**src/rtl/vend_fsm_param_if.sv**
```systemverilog
// Signal bundle between the coin acceptor front-end, the vending controller
// and the dispenser / change-hopper drivers.
interface vend_fsm_param_if #(
  parameter int CREDIT_W = 6
) ();
  logic                coin_valid;
  logic [1:0]          coin_sel;
  logic                cancel;
  logic                out;
  logic                change;
  logic                coin_reject;
  logic [CREDIT_W-1:0] credit;
  logic                busy;
  logic                sold_out;

  modport master (
    output coin_valid, coin_sel, cancel,
    input  out, change, coin_reject, credit, busy, sold_out
  );

  modport slave (
    input  coin_valid, coin_sel, cancel,
    output out, change, coin_reject, credit, busy, sold_out
  );
endinterface

```
**src/rtl/vend_fsm_param.sv**
```systemverilog
// Parametrised vending controller: credit in 5 rs units, programmable price, serial change train.
// Optional stock counter with sold-out refund is enabled by defining VM_STOCK_EN.
module vend_fsm_param #(
  parameter int CREDIT_W   = 6,
  parameter int PRICE      = 3,
  parameter int MAX_CREDIT = 8,
  parameter int STOCK_INIT = 10
) (
  input  logic            clk,
  input  logic            rst,
  vend_fsm_param_if.slave bus
);

  typedef enum logic [1:0] {
    IDLE    = 2'd0,
    COLLECT = 2'd1,
    VEND    = 2'd2,
    CHANGE  = 2'd3
  } state_t;

  localparam logic [CREDIT_W:0]   MAX_S    = (CREDIT_W+1)'(MAX_CREDIT);
  localparam logic [CREDIT_W:0]   PRICE_S  = (CREDIT_W+1)'(PRICE);
  localparam logic [CREDIT_W-1:0] PRICE_CR = CREDIT_W'(PRICE);
  localparam logic [CREDIT_W-1:0] CR_ONE   = CREDIT_W'(1);
  localparam logic [CREDIT_W-1:0] CR_ZERO  = '0;

  function automatic logic [CREDIT_W:0] coin_value(input logic [1:0] sel);
    logic [CREDIT_W:0] v;
    case (sel)
      2'b00:   v = (CREDIT_W+1)'(1);
      2'b01:   v = (CREDIT_W+1)'(2);
      2'b10:   v = (CREDIT_W+1)'(4);
      default: v = '0;
    endcase
    return v;
  endfunction

  // Floor at zero so the credit register can never wrap on a decrement.
  function automatic logic [CREDIT_W-1:0] credit_dec(input logic [CREDIT_W-1:0] c);
    logic [CREDIT_W-1:0] r;
    if (c == CR_ZERO) r = CR_ZERO;
    else              r = c - CR_ONE;
    return r;
  endfunction

  state_t              state_q, state_d;
  logic [CREDIT_W-1:0] credit_q, credit_d;
  logic                out_q, out_d;
  logic                change_q, change_d;
  logic                reject_q, reject_d;
  logic                busy_q;
  logic                sold_out_q;
  logic                vend_take;

  logic [CREDIT_W:0]   sum;
  logic [CREDIT_W:0]   total;
  logic [CREDIT_W-1:0] vend_rem;
  logic                coin_ok;
  logic                coin_fits;
  logic                accept;

  always_comb begin
    state_d   = state_q;
    credit_d  = credit_q;
    out_d     = 1'b0;
    change_d  = 1'b0;
    reject_d  = 1'b0;
    vend_take = 1'b0;
    coin_ok   = (bus.coin_sel != 2'b11);
    sum       = {1'b0, credit_q} + coin_value(bus.coin_sel);
    coin_fits = (sum <= MAX_S);
    vend_rem  = sum[CREDIT_W-1:0] - PRICE_CR;
    accept    = 1'b0;
    total     = {1'b0, credit_q};

    case (state_q)
      IDLE, COLLECT: begin
        accept   = bus.coin_valid && coin_ok && coin_fits && !sold_out_q;
        reject_d = bus.coin_valid && !accept;
        if (accept) total = sum;
        // Refund wins over vend: an accepted coin is folded into the refund.
        if ((bus.cancel || sold_out_q) && (total != '0)) begin
          state_d  = CHANGE;
          credit_d = credit_dec(total[CREDIT_W-1:0]);
          change_d = 1'b1;
        end else if (accept && (sum >= PRICE_S)) begin
          state_d   = VEND;
          credit_d  = vend_rem;
          out_d     = 1'b1;
          vend_take = 1'b1;
        end else if (accept) begin
          state_d  = COLLECT;
          credit_d = sum[CREDIT_W-1:0];
        end
      end
      VEND, CHANGE: begin
        reject_d = bus.coin_valid;
        // Each change pulse is paired with the matching credit decrement.
        if (credit_q != CR_ZERO) begin
          state_d  = CHANGE;
          credit_d = credit_dec(credit_q);
          change_d = 1'b1;
        end else begin
          state_d = IDLE;
        end
      end
      default: state_d = IDLE;
    endcase
  end

  always_ff @(posedge clk or negedge rst) begin
    if (!rst) begin
      state_q  <= IDLE;
      credit_q <= '0;
      out_q    <= 1'b0;
      change_q <= 1'b0;
      reject_q <= 1'b0;
      busy_q   <= 1'b0;
    end else begin
      state_q  <= state_d;
      credit_q <= credit_d;
      out_q    <= out_d;
      change_q <= change_d;
      reject_q <= reject_d;
      busy_q   <= (state_d == VEND) || (state_d == CHANGE);
    end
  end

`ifdef VM_STOCK_EN
  localparam int STOCK_W = (STOCK_INIT > 0) ? $clog2(STOCK_INIT + 1) : 1;

  logic [STOCK_W-1:0] stock_q, stock_d;

  // vend_take is only raised while stock is non-zero, so this cannot underflow.
  always_comb begin
    stock_d = stock_q;
    if (vend_take) stock_d = stock_q - STOCK_W'(1);
  end

  always_ff @(posedge clk or negedge rst) begin
    if (!rst) begin
      stock_q    <= STOCK_W'(STOCK_INIT);
      sold_out_q <= (STOCK_INIT == 0);
    end else begin
      stock_q    <= stock_d;
      sold_out_q <= (stock_d == '0);
    end
  end
`else
  logic unused_stock;
  assign unused_stock = vend_take ^ (STOCK_INIT != 0);
  assign sold_out_q   = 1'b0;
`endif

  assign bus.out         = out_q;
  assign bus.change      = change_q;
  assign bus.coin_reject = reject_q;
  assign bus.credit      = credit_q;
  assign bus.busy        = busy_q;
  assign bus.sold_out    = sold_out_q;

endmodule
```
**src/flat_wrapper.sv**
```systemverilog
// flat-port wrapper written by rule: the top's interface ports become plain ports
module vend_fsm_param_flat 
#(
  parameter int CREDIT_W   = 6,
  parameter int PRICE      = 3,
  parameter int MAX_CREDIT = 8,
  parameter int STOCK_INIT = 10
)
  (clk, rst, bus_coin_valid, bus_coin_sel, bus_cancel, bus_out, bus_change, bus_coin_reject, bus_credit, bus_busy, bus_sold_out);
  vend_fsm_param_if #(.CREDIT_W(CREDIT_W)) bus_i ();
  input  logic clk;
  input  logic rst;
  input wire logic [$bits(bus_i.coin_valid)-1:0] bus_coin_valid;
  input wire logic [$bits(bus_i.coin_sel)-1:0] bus_coin_sel;
  input wire logic [$bits(bus_i.cancel)-1:0] bus_cancel;
  output wire logic [$bits(bus_i.out)-1:0] bus_out;
  output wire logic [$bits(bus_i.change)-1:0] bus_change;
  output wire logic [$bits(bus_i.coin_reject)-1:0] bus_coin_reject;
  output wire logic [$bits(bus_i.credit)-1:0] bus_credit;
  output wire logic [$bits(bus_i.busy)-1:0] bus_busy;
  output wire logic [$bits(bus_i.sold_out)-1:0] bus_sold_out;
  assign bus_i.coin_valid = bus_coin_valid;
  assign bus_i.coin_sel = bus_coin_sel;
  assign bus_i.cancel = bus_cancel;
  assign bus_out = bus_i.out;
  assign bus_change = bus_i.change;
  assign bus_coin_reject = bus_i.coin_reject;
  assign bus_credit = bus_i.credit;
  assign bus_busy = bus_i.busy;
  assign bus_sold_out = bus_i.sold_out;
  vend_fsm_param #(.CREDIT_W(CREDIT_W), .PRICE(PRICE), .MAX_CREDIT(MAX_CREDIT), .STOCK_INIT(STOCK_INIT)) u_core (.clk(clk), .rst(rst), .bus(bus_i));
endmodule
```
**config.mk**
```make
export PLATFORM = sky130hd
export DESIGN_NAME = vend_fsm_param_flat
export DESIGN_NICKNAME = d
export VERILOG_FILES = /design/src/rtl/vend_fsm_param_if.sv /design/src/rtl/vend_fsm_param.sv /design/src/flat_wrapper.sv
export SDC_FILE = /design/constraint.sdc
export NUM_CORES = 1
export LEC_CHECK = 0
export CAP_MARGIN = 20
export CORE_MARGIN = 4
export CORE_UTILIZATION = 50
export CTS_CLUSTER_SIZE = 24
export DETAILED_ROUTE_END_ITERATION = 16
export PLACE_DENSITY = 0.84
export SYNTH_ARGS = -nofsm -noshare
export SYNTH_HDL_FRONTEND = slang
export SYNTH_SLANG_ARGS = --single-unit
```
**constraint.sdc**
```tcl
create_clock -name clk -period 4.4 [get_ports clk]
set_input_delay 0.88 -clock clk [delete_from_list [all_inputs] [get_ports clk]]
set_output_delay 0.88 -clock clk [all_outputs]
set_load 0.05 [all_outputs]
```
Yosys cells after proc, flatten, opt, wreduce, memory -nomap -nowiden
Index checks and enable logic that the tools add are counted.

Register bits: 12. Output and inout bits: 11. Bits of input ports: 6. Logic and storage cells: 60.

Muxes and demuxes: 22. Equal/unequal tests: 10. $lt $le $gt $ge: 2. Add/subtract/negate cells: 4. Reduce and logical (&&, ||, !) cells: 16.

Operators with widths (number): 6-bit two-way mux (6); 7-bit two-way mux (2); 6-bit zero test (2); 6-bit case mux with 2 select lines (1); 6-bit by 1-bit subtractor with 6-bit output, second input constant (2); 2-bit equality test, second input constant (5); 3-bit case mux with 3 select lines (1); 2-bit two-way mux (4); 6-bit by 3-bit adder with 7-bit output (1); 7-bit by 2-bit greater-or-equal comparator with 1-bit output, second input constant (1); 7-bit by 4-bit less-or-equal comparator with 1-bit output, second input constant (1); 7-bit nonzero test (1); 6-bit nonzero test (1); 6-bit by 2-bit subtractor with 6-bit output, second input constant (1); 1-bit logical AND (5); 1-bit two-way mux (5); 2-bit by 1-bit equality test with 1-bit output, second input constant (2); 2-bit zero test (2); 4-bit by 1-bit != test with 1-bit output, second input constant (1); 1-bit case mux with 2 select lines (2); 2-bit case mux with 2 select lines (1); 2-bit OR reduction (2); 2-bit by 1-bit != test with 1-bit output, second input constant (1); 2-bit != test, second input constant (1); 3 further kinds (3).

Longest topological paths before layout
Depth after elaboration: 13. Depth in mapped cells: 15. Gate-level depth less buffers: 15.

Worst setup path after synthesis
No wires, ideal clock.

Path kind: input to register. Start point: in bus_coin_sel[1]. End point: reg u_core.credit_q[4], in the netlist u_core.bus.credit[4]. Stages: 14. Path slack: 0.699 ns. Buffers on the path: 0. Data required time: 4.278 ns. Library setup time: 0.122 ns. Arrival: 3.580 ns. Path through: nor2_1 > ha_1 > inv_1 > fa_1 > ha_1 > and4_1 > o21ai_1 > a21oi_2 > mux2i_1 > ha_1 > nand3_1 > xor2_1 > o31a_1 > a32o_1.

Longest elaborated chain between the ends: 11. Elaborated cells between the ends (all ways): 25. Classes of those cells: add/sub (3); order compare (2); eq/ne (4); mux (8); reduce/logical (8).

Ends and longest elaborated chain: start, declared (line flat_wrapper.sv:14) `input wire logic [$bits(bus_i.coin_sel)-1:0] bus_coin_sel;`; 2-bit equality test, or another cell as far along (line vend_fsm_param.sv:29) `case (sel)`; 3-bit case mux with 3 select lines (line vend_fsm_param.sv:29); 6-bit by 3-bit adder with 7-bit output (line vend_fsm_param.sv:70) `sum = {1'b0, credit_q} + coin_value(bus.coin_sel);`; 7-bit by 4-bit less-or-equal comparator with 1-bit output (line vend_fsm_param.sv:71) `coin_fits = (sum <= MAX_S);`; 1-bit logical AND (line vend_fsm_param.sv:78) `accept = bus.coin_valid && coin_ok && coin_fits && !sold_out_q;`; 7-bit two-way mux (line vend_fsm_param.sv:80) `if (accept) total = sum;`; 7-bit two-way mux (line vend_fsm_param.sv:76) `case (state_q)`; 6-bit by 1-bit subtractor with 6-bit output, or another cell as far along (line vend_fsm_param.sv:42) `else r = c - CR_ONE;`; 6-bit two-way mux / 1-bit logical AND (equally long branches) (line vend_fsm_param.sv:41, vend_fsm_param.sv:82); 6-bit two-way mux / 4-bit by 1-bit != test with 1-bit output (equally long branches); 6-bit case mux with 2 select lines / 2-bit AND reduction (equally long branches); end signal, assigned (line vend_fsm_param.sv:121) `credit_q <= credit_d;`; end, declared (line vend_fsm_param.sv:47) `logic [CREDIT_W-1:0] credit_q, credit_d;`.

Parallel ways exist; a longest one is shown, timed or not. The select of a mux whose other input is x is not followed. A chain may end at the register's enable or synchronous reset.

Worst setup path after layout
Ends and elaborated chain as after synthesis.

==> metrics.csv <==
metric;value;unit
status;finished clean;
Setup Skew;0.004187;ns
Tcrit/Tclk final;94.35;%
placed insts;215;
Min Clock Period, post-route;4.151;ns
Die Area;3708;sq um
crit path kind;in -> reg;
synthesized area;1399;sq um
filler cell count;236;
area delta synth->final;15.56;%
Clock Sinks;11;
Clock Latency Late Sink;0.27;ns
logic gate share of total power;75.1;%
FF+latch count, synth;11;
Final Net Count;204;
H-tree depth;1;
crit end category;register;
Post-Route WL;3.947;mm
sequential area share after synthesis;19.68;%
postcts setup bufs;0;
net switching power;711.6;uW
die outline width;60.90;microns
# setup viols final;0;
Leak;0.0006374;uW
CTS Buf Count;3;
DRT antenna net count;0;
Non-Filler Instances;219;
CTS clk-pin slew, worst paths;0.07;ns
ys flop type;dfrtp_1;
Slew Limit Fails;0;
HP Class;reg -> reg;
Yosys cell types;60;
Crit path arrival time;4.31;ns
clock root buffer;clkbuf_4;
WL/cell;18.02;microns
Via density;6.676;
Initial Utilization;54.48;%
sequential share of power;19.5;%
Max Fanout on Critical Path;5;
first-pass GRT wire length;6.499;mm
Ports;17;
vias in the first global route;1377;
area occupied by multi-input gates;1041;sq um
syn nets;187;
Worst IR Drop VDD;0.5238;mV
Setup TNS;0;ns
slew of the pin with the lowest slew margin;0.6510;ns
Port Buffers;15;
DP Wirelength;3.073;mm
chip height;60.90;microns
CP most frequent cell;ha_1;
vias;1462;
max cap viols;0;
cells after synthesis;173;
standard-cell row count;18;
unrepaired setup endpoints after global routing;no;
Max Freq;0.2409;GHz
CP delay by family, top;adder cells;
Yosys warnings;0;
largest net degree at the start of global routing;18;
Fin. Hold Viols;0;
Reg area;275.3;sq um
CP startpoint kind;input port;
P_int;544.2;uW
clock share of power;5.5;%
initial antenna violation count;0;
Syn Area/Cell;8.086;sq um
slew margin rel.;56.34;%
core box area;2567;sq um
gp weighted congestion;0.9669;
post-synthesis async set-or-reset flop share;100.0;%
Post-synth EDFFs;0;
1st-iter DRT viols;104;
Crit-path slowest cell;fa_1;
Slowest Stage Delay on Critical Path;0.48;ns
CTS tree;done;
switching part of the total;56.66;%
fraction of layout cells with a size suffix above 1;13.23;%
worst path cell trace;clkdlybuf4s50_1 -> nor2_1 -> ha_1 -> inv_1 -> fa_1 -> ha_1 -> and4_1 -> o21ai_2 -> a21o_1 -> nor2_1 -> a21oi_1 -> ha_1 -> nand3_1 -> xor2_1 -> o31a_1 -> a32o_1;
CP Data Required Time;4.56;ns
buffer and inverter count on the worst path;2;
commonest non-fill, non-tap cell in the layout;clkdlybuf4s50_1;
DRT Pass-1 Iters;5;
Fin Hold WS;0.7369;ns
Residual DRC;0;
P per Cell Area;776.9;nW/um^2
GRT Resource Usage Total;23.25;%
Antenna Cells;0;
Clock Path Buffers;2;
Overflow after GRT;0;
most frequent cells in the layout;15 x clkdlybuf4s50_1, 13 x a21oi_1, 12 x nor2_1, 12 x o21ai_0;
[sequential cells by signal, summed over array words and instances (netlist names)]
| signal | flops |
|---|---|
| u_core.bus.coin_reject | 1 |
| u_core.bus.credit | 6 |
| u_core.bus.change | 1 |
| u_core.state_q | 1 |
| u_core.bus.busy | 1 |
| u_core.bus.out | 1 |
[final timing paths]
check                                            startpoint                          endpoint  slack, ns  depth (start not counted)
hold / removal             u_core.bus.credit[1]$_DFFE_PN0P_  u_core.bus.credit[1]$_DFFE_PN0P_       0.74                          1
setup reg to reg           u_core.bus.credit[0]$_DFFE_PN0P_  u_core.bus.credit[4]$_DFFE_PN0P_       0.89                         14
min in group asynchronous                               rst       u_core.state_q[1]$_DFF_PN0_       0.94                          1
setup / recovery                            bus_coin_sel[1]  u_core.bus.credit[4]$_DFFE_PN0P_       0.25                         16
max in group asynchronous                               rst  u_core.bus.credit[5]$_DFFE_PN0P_       3.12                          1
hold reg to reg            u_core.bus.credit[1]$_DFFE_PN0P_  u_core.bus.credit[1]$_DFFE_PN0P_       0.74                          1
[kinds of logic after synthesis]
| kind of cell | after synthesis | synth area share (%) |
|---|---|---|
| flops | 11 | 19.68 |
| other cells | 1 | 0.2681 |
| compound gates | 68 | 36.23 |
| simple gates | 56 | 23.52 |
| mux | 3 | 2.147 |
| xor+xnor | 6 | 4.294 |
| fa+ha+maj | 8 | 7.692 |
| buf+inv | 20 | 6.171 |
[synthesized netlist by cell type, types with 3 or more instances]
cell      instances  share of area (%)
a21oi_1          13                4.7
nor2_1           12                3.2
o21ai_0          12                4.3
dfrtp_1          11                 20
inv_1            11                3.0
nand3_1           9                3.2
ha_1              7                6.3
nand2b_1          5                2.2
nor4_1            5                2.2
a21o_1            4                2.1
a21oi_2           4                2.5
clkbuf_1          4                1.1
nor3_1            4                1.4
buf_2             3                1.1
mux2i_1           3                2.1
o31ai_1           3                1.6
xnor2_1           3                1.9
[power groups by stage]
stage | clock, uW | combinational (uW) | sequential, uW
final | 68.6 | 943 | 245
after global placement | 0 | 894 | 239
after floorplan | 0 | 610 | 303
after global routing | 77.5 | 1020 | 252
after CTS | 70.2 | 926 | 242
after detailed placement | 0 | 921 | 244
[metrics by stage]
step	cell area [sq um]	total power, uW	setup slack (ns)	utilization [%]
3_5_place_dp	1587	1165	-0.08198	61.79
4_1_cts	1613	1238	0.1822	62.82
2_1_floorplan	1399	913.0	0.6987	-
3_3_place_gp	1587	1133	0.07159	61.79
6_report	1617	1256	0.2488	62.96
5_1_grt	1617	1354	0.07225	62.96
[layout make-up]
cell class / instances / share of cell area (%)
Clock buffer: 4 / 1.625
Tap cell: 30 / 2.322
Sequential cell: 11 / 17.03
Timing Repair Buffer: 21 / 12.07
Multi-Input combinational cell: 142 / 64.40
Inverter: 11 / 2.554
[metal layers]
metal | wire length [microns] | track usage [%] | up-vias
met4 | 27 | 4.334 | 0
li1 | - | - | 688
met3 | 362 | 5.532 | 4
met5 | 0 | 0 | -
met1 | 1691 | 32.61 | 689
met2 | 1866 | 36.64 | 81
[what timing repair did]
| action | 4_1_cts | 5_1_grt |
|---|---|---|
| resized for setup | 0 | 1 |
| hold buffers | 0 | 0 |
| endpoints found under the setup margin | 0 | 1 |
No activity file was read; power rests on OpenSTA's default activity.
